===== config.mk =====
export PLATFORM = sky130hd
export DESIGN_NAME = bram_mem_ctrl
export DESIGN_NICKNAME = d
export VERILOG_FILES = /design/src/rtl/bram_mem_ctrl.sv
export SDC_FILE = /design/constraint.sdc
export NUM_CORES = 1
export LEC_CHECK = 0
export ABC_AREA = 1
export CAP_MARGIN = 20
export CORE_ASPECT_RATIO = 0.8
export CORE_UTILIZATION = 38
export DETAILED_ROUTE_END_ITERATION = 8
export GPL_TIMING_DRIVEN = 0
export PLACE_DENSITY = 0.76
export SYNTH_ARGS = -nofsm -noshare
export SYNTH_HDL_FRONTEND = slang
export SYNTH_SLANG_ARGS = --single-unit

===== constraint.sdc =====
create_clock -name clk -period 1.3 [get_ports clk]
set_clock_uncertainty 0.15 [all_clocks]
set_input_delay 0.26 -clock clk [delete_from_list [all_inputs] [get_ports clk]]
set_output_delay 0.26 -clock clk [all_outputs]
set_load 0.05 [all_outputs]

===== src/rtl/bram_mem_ctrl.sv =====
// -----------------------------------------------------------------------------
// bram_mem_ctrl
// Memory-side controller for the cartridge backup RAM. Turns the cart front
// end's level strobes into single req/ack transactions on the shared external
// memory port, returns read data, and tracks which regions have been written.
//
// Optional feature macro: BRAM_DIRTY_MAP_EN
//   defined   : per-block dirty bitmap (64 blocks of 2**BLK_SHIFT bytes);
//               dirty = OR of the map
//   undefined : dirty_map tied to 0, single dirty flag only
//
// Ports
//   clk, rst            : clock, synchronous active-high reset
//   size                : 0 = 128 KB cart (addr bit 17 forced 0), 1 = 256 KB
//   mem_addr/din        : byte address / write data from the front end
//   mem_oe              : read strobe (level)
//   mem_we_lo/hi        : byte write strobes (level)
//   mem_dout            : last read data
//   ram_addr/dati       : external address / write data
//   ram_we_lo/hi        : byte enables, both 0 = read
//   ram_req / ram_ack   : request level / one-cycle completion pulse
//   ram_dato            : external read data, valid with ram_ack
//   dirty, dirty_map    : write-tracking status
//   dirty_clr           : one-cycle pulse clearing all dirty state
// -----------------------------------------------------------------------------
module bram_mem_ctrl #(
  parameter int unsigned ADDR_W    = 18,
  parameter int unsigned BLK_SHIFT = 12
) (
  input  logic              clk,
  input  logic              rst,
  input  logic              size,
  input  logic [ADDR_W-1:0] mem_addr,
  input  logic [15:0]       mem_din,
  input  logic              mem_oe,
  input  logic              mem_we_lo,
  input  logic              mem_we_hi,
  output logic [15:0]       mem_dout,
  output logic [ADDR_W-1:0] ram_addr,
  output logic [15:0]       ram_dati,
  output logic              ram_we_lo,
  output logic              ram_we_hi,
  output logic              ram_req,
  input  logic              ram_ack,
  input  logic [15:0]       ram_dato,
  output logic              dirty,
  input  logic              dirty_clr,
  output logic [63:0]       dirty_map
);

  localparam int unsigned DATA_W = 16;
  localparam int unsigned IDX_W  = 6;

  typedef enum logic [1:0] {
    S_IDLE    = 2'd0,
    S_RD_WAIT = 2'd1,
    S_WR_WAIT = 2'd2
  } state_t;

  state_t r_state;

  // Edge-detect history; r_arm suppresses events in the first cycle after
  // reset so a strobe already high at release is not seen as an edge.
  logic r_arm;
  logic r_oe_q;
  logic r_we_q;

  // One-deep pending slot
  logic              r_pend_vld;
  logic [ADDR_W-1:0] r_pend_addr;
  logic [DATA_W-1:0] r_pend_data;
  logic [1:0]        r_pend_we;
  logic              r_ovf;

  logic              w_we_any;
  logic              w_rd_ev;
  logic              w_wr_ev;
  logic              w_ev;
  logic [ADDR_W-1:0] w_cap_addr;
  logic [1:0]        w_cap_we;
  logic              w_issue;
  logic              w_wr_issue;
  logic              w_unused;

  assign w_we_any = mem_we_lo | mem_we_hi;
  assign w_rd_ev  = r_arm & mem_oe   & ~r_oe_q;
  assign w_wr_ev  = r_arm & w_we_any & ~r_we_q;
  assign w_ev     = w_rd_ev | w_wr_ev;

  // Word-aligned address; top bit masked for the 128 KB cart so it aliases.
  assign w_cap_addr = {(size & mem_addr[ADDR_W-1]), mem_addr[ADDR_W-2:1], 1'b0};
  // Write wins over a coincident read: enables come from the write strobes.
  assign w_cap_we   = w_wr_ev ? {mem_we_hi, mem_we_lo} : 2'b00;

  assign w_issue    = (r_state == S_IDLE) & r_pend_vld;
  assign w_wr_issue = w_issue & (|r_pend_we);

  // Overflow flag is debug-only and byte-select bit 0 is ignored by design.
  assign w_unused = ^{mem_addr[0], r_ovf};

  // Strobe edge detect and pending-slot capture
  always_ff @(posedge clk) begin
    if (rst) begin
      r_arm       <= 1'b0;
      r_oe_q      <= 1'b0;
      r_we_q      <= 1'b0;
      r_pend_vld  <= 1'b0;
      r_pend_addr <= '0;
      r_pend_data <= '0;
      r_pend_we   <= 2'b00;
      r_ovf       <= 1'b0;
    end else begin
      r_arm  <= 1'b1;
      r_oe_q <= mem_oe;
      r_we_q <= w_we_any;
      if (w_ev) begin
        // A new event replaces the slot; losing an unissued entry is overflow.
        r_pend_vld  <= 1'b1;
        r_pend_addr <= w_cap_addr;
        r_pend_data <= mem_din;
        r_pend_we   <= w_cap_we;
        if (r_pend_vld && !w_issue) begin
          r_ovf <= 1'b1;
        end
      end else if (w_issue) begin
        r_pend_vld <= 1'b0;
      end
    end
  end

  // Transaction FSM with registered external-port outputs
  always_ff @(posedge clk) begin
    if (rst) begin
      r_state   <= S_IDLE;
      ram_req   <= 1'b0;
      ram_addr  <= '0;
      ram_dati  <= '0;
      ram_we_lo <= 1'b0;
      ram_we_hi <= 1'b0;
      mem_dout  <= '0;
    end else begin
      case (r_state)
        S_IDLE: begin
          if (r_pend_vld) begin
            ram_addr  <= r_pend_addr;
            ram_dati  <= r_pend_data;
            ram_we_lo <= r_pend_we[0];
            ram_we_hi <= r_pend_we[1];
            ram_req   <= 1'b1;
            r_state   <= (|r_pend_we) ? S_WR_WAIT : S_RD_WAIT;
          end
        end
        S_RD_WAIT: begin
          if (ram_ack) begin
            mem_dout <= ram_dato;
            ram_req  <= 1'b0;
            r_state  <= S_IDLE;
          end
        end
        S_WR_WAIT: begin
          if (ram_ack) begin
            ram_req <= 1'b0;
            r_state <= S_IDLE;
          end
        end
        default: begin
          ram_req <= 1'b0;
          r_state <= S_IDLE;
        end
      endcase
    end
  end

  // Dirty tracking. A clear coinciding with a write issue wins for one cycle;
  // that write's mark is replayed the cycle after via r_mark_pend.
`ifdef BRAM_DIRTY_MAP_EN
  logic [63:0]      r_dirty_map;
  logic             r_mark_pend;
  logic [IDX_W-1:0] r_mark_idx;
  logic [IDX_W-1:0] w_blk_idx;

  assign w_blk_idx = IDX_W'(r_pend_addr >> BLK_SHIFT);

  always_ff @(posedge clk) begin
    if (rst) begin
      r_dirty_map <= '0;
      r_mark_pend <= 1'b0;
      r_mark_idx  <= '0;
    end else if (dirty_clr) begin
      r_dirty_map <= '0;
      r_mark_pend <= w_wr_issue;
      r_mark_idx  <= w_blk_idx;
    end else begin
      r_mark_pend <= 1'b0;
      if (w_wr_issue) begin
        r_dirty_map[w_blk_idx] <= 1'b1;
      end
      if (r_mark_pend) begin
        r_dirty_map[r_mark_idx] <= 1'b1;
      end
    end
  end

  assign dirty_map = r_dirty_map;
  assign dirty     = |r_dirty_map;
`else
  logic r_dirty;
  logic r_mark_pend;

  always_ff @(posedge clk) begin
    if (rst) begin
      r_dirty     <= 1'b0;
      r_mark_pend <= 1'b0;
    end else if (dirty_clr) begin
      r_dirty     <= 1'b0;
      r_mark_pend <= w_wr_issue;
    end else begin
      r_mark_pend <= 1'b0;
      if (w_wr_issue || r_mark_pend) begin
        r_dirty <= 1'b1;
      end
    end
  end

  assign dirty_map = '0;
  assign dirty     = r_dirty;
`endif

endmodule


==> results.cfg <==
[cts]
clkSinkCount = 95
clk_pin_slew_worst_paths_ns = 0.06
cts-root-buf = clkbuf_16
cts_buffer_depth = 2
h-tree-depth = 3
tritoncts = done
clkLatencyLatePin_ns = 0.34
cts_hold_buf = 0
cts_buffers = 9

[layout]
multiInputGateArea_mm2 = 0.00190
instances_no_fill = 873
final_util_pct = 64.4
layout-drive-gt1-share_pct = 39.7
ff_latch_area_mm2 = 0.00195
num-fill-cells = 856
layout_commonest_cell = buf_4
syn_to_final_growth_pct = 63.4
fin_nets = 788
final_cell_mix = buf_4 (84), nor2_1 (68), conb_1 (65)
antenna_cells = 0
fin_area_mm2 = 0.00667

[pwr]
peakVddDrop_uv = 650
power.leakage_nw = 3.11
power_density_mw_per_mm2 = 1320
p_total_w = 0.00883

[global_route]
grt_max_degree = 16
antenna_found_initial = 0
grt_pass1_wl_um = 17500
grt_pass1_vias = 3681
grt_usage_pct = 19.9
gr-total-overflow = 0

[die]
rows = 33
pin_count = 176
die_h_um = 94.7
core_mm2 = 0.0104
start_util_pct = 39.4
die_w_um = 118
die_area_mm2 = 0.0112

[routing]
drt_pass1_iterations = 5
drt_iter0_drc = 219
wirelength_um = 11800
vias_per_cell = 4.59
wl_per_cell_um = 13.5
ant_nets = 0
vias = 4005
drc = 0

[timing]
final-setup-viol-count = 40
grt_setup_unrepaired = true
max_freq_mhz = 739
post-route-min-period_ns = 1.35
layout_setup_ws_ns = -0.0529
finalCritPeriodShare_pct = 104
tightest_slew_ns = 0.506
maxSlewHeadroom_pct = 66.3
drv_slew = 0
hold_viol_final = 0

[yosys]
synth_cell_type_count = 20
postSynthCellCount = 532
ys_ff_latch = 95
yosysTopAreaCellShare_pct = 46.6
yosysWarnings = 0
avgSynthCellArea_um2 = 7.67
yosys-top-cells-area = dfxtp_1 (47%), buf_4 (13%), a21oi_1 (8.8%), nor2_1 (6.8%), o21ai_0 (5.9%)
ys_seq_area_share_pct = 46.6
synth_area_leader_cell = dfxtp_1
netlist_area_mm2 = 0.00408

[setup_path]
required_ns = 1.41
reg2reg_slack_ns = -0.05
critPathLaunchType = register
crit_arrival_ns = 1.46
critPathCaptureType = register
worstPathMaxFanout = 10
crit_type = register to register

[status]
violations = negative setup slack
outcome = complete, but fails checks

[place]
gp_congestion = 0.795
numPortBuffers = 108
post_dp_cell_area_mm2 = 0.00558
dp_cells = 844
detailed_place_hpwl_um = 8070

[job]
maxCapViolCount = 0

[min_path]
min_path_type = primary input to register
## worst max-delay path, cell delays in order (launching register included)
cell and delay (ns):
dfxtp_2 0.32, inv_2 0.09, ha_4 0.16, nand2_4 0.08, inv_8 0.10, buf_8 0.15, nand3_1 0.09, a21oi_1 0.14
## per-layer routing
layer / wire (um) / track usage, %
met4: 286 / 8.55
met5: 0 / 0
met2: 5920 / 35.0
met3: 748 / 4.47
met1: 4810 / 23.4
## state kept, by name (all words and copies together), names as in the netlist
signal and count:
ram_we_lo 1, r_pend_we 2, r_state 2, mem_dout 16
r_pend_data 16, ram_dati 16, r_pend_addr 17, r_we_q 1
r_oe_q 1, r_mark_pend 1, ram_req 1, r_pend_vld 1
r_arm 1, dirty 1, ram_addr 17, ram_we_hi 1
## repair_timing
item                                    4_1_cts  5_1_grt
buffers inserted                              9        2
pin swaps                                    11       29
gates cloned                                  2        1
endpoints found under the setup margin      139      130
resized for setup                           459      140
## path summary, 6_finish.rpt
check	start	cells past startpoint	end
max reg2reg	r_state[1]	7	r_state[0]
max	r_state[1]	7	r_state[0]
min	rst	2	r_state[1]
min reg2reg	r_pend_addr[10]	2	ram_addr[10]
## stage by stage
step	hold WS, ns	setup TNS, ns	worst slack (ns)
6_report	0.0537	-0.716	-0.0529
2_1_floorplan	0.217	-0.686	-0.0250
3_3_place_gp	0.284	-40.43	-0.570
5_1_grt	0.0594	-4.57	-0.149
3_5_place_dp	0.291	-44.22	-0.579
4_1_cts	0.0411	-0.325	-0.0292
## where the power goes
group	total, W	internal [W]	switching [W]	leakage [nW]
Sequential	0.00331	0.00317	0.000143	0.795
Combinational	0.00249	0.000935	0.00156	2.15
Clock	0.00303	0.00193	0.00110	0.162
## synth_stat cells
master,n
conb_1,1
nor2_4,1
inv_1,46
clkbuf_1,7
a21boi_0,1
dfxtp_1,95
inv_2,2
a21oi_1,72
nor2_1,74
buf_6,3
clkbuf_2,2
ha_1,2
nand3_1,37
o21ai_0,48
nand2_1,49
nand2_2,1
buf_2,17
o21ai_1,4
buf_4,69
nor3_1,1
## cell families (layout without fill, tap and decap cells)
kind of cell / after synthesis / in the layout / synth area share (%)
AO/OA/AOI/OAI: 125 / 125 / 15.4
adder cells (fa/ha/maj): 2 / 2 / 0.613
other: 1 / 65 / 0.0919
buffers and inverters: 146 / 283 / 20.9
flip-flops: 95 / 95 / 46.6
AND/OR/NAND/NOR: 163 / 163 / 16.4
## area by class of cell
class	count	share of cell area [%]
Sequential cell	95	29.2
Multi-Input combinational cell	355	28.5
Timing Repair Buffer	122	19.4
Buffer	97	12.2
Clock buffer	11	3.64
Inverter	48	2.85
Tap cell	140	2.63
Clock inverter	5	1.58
(Power assumes the default switching activity.)
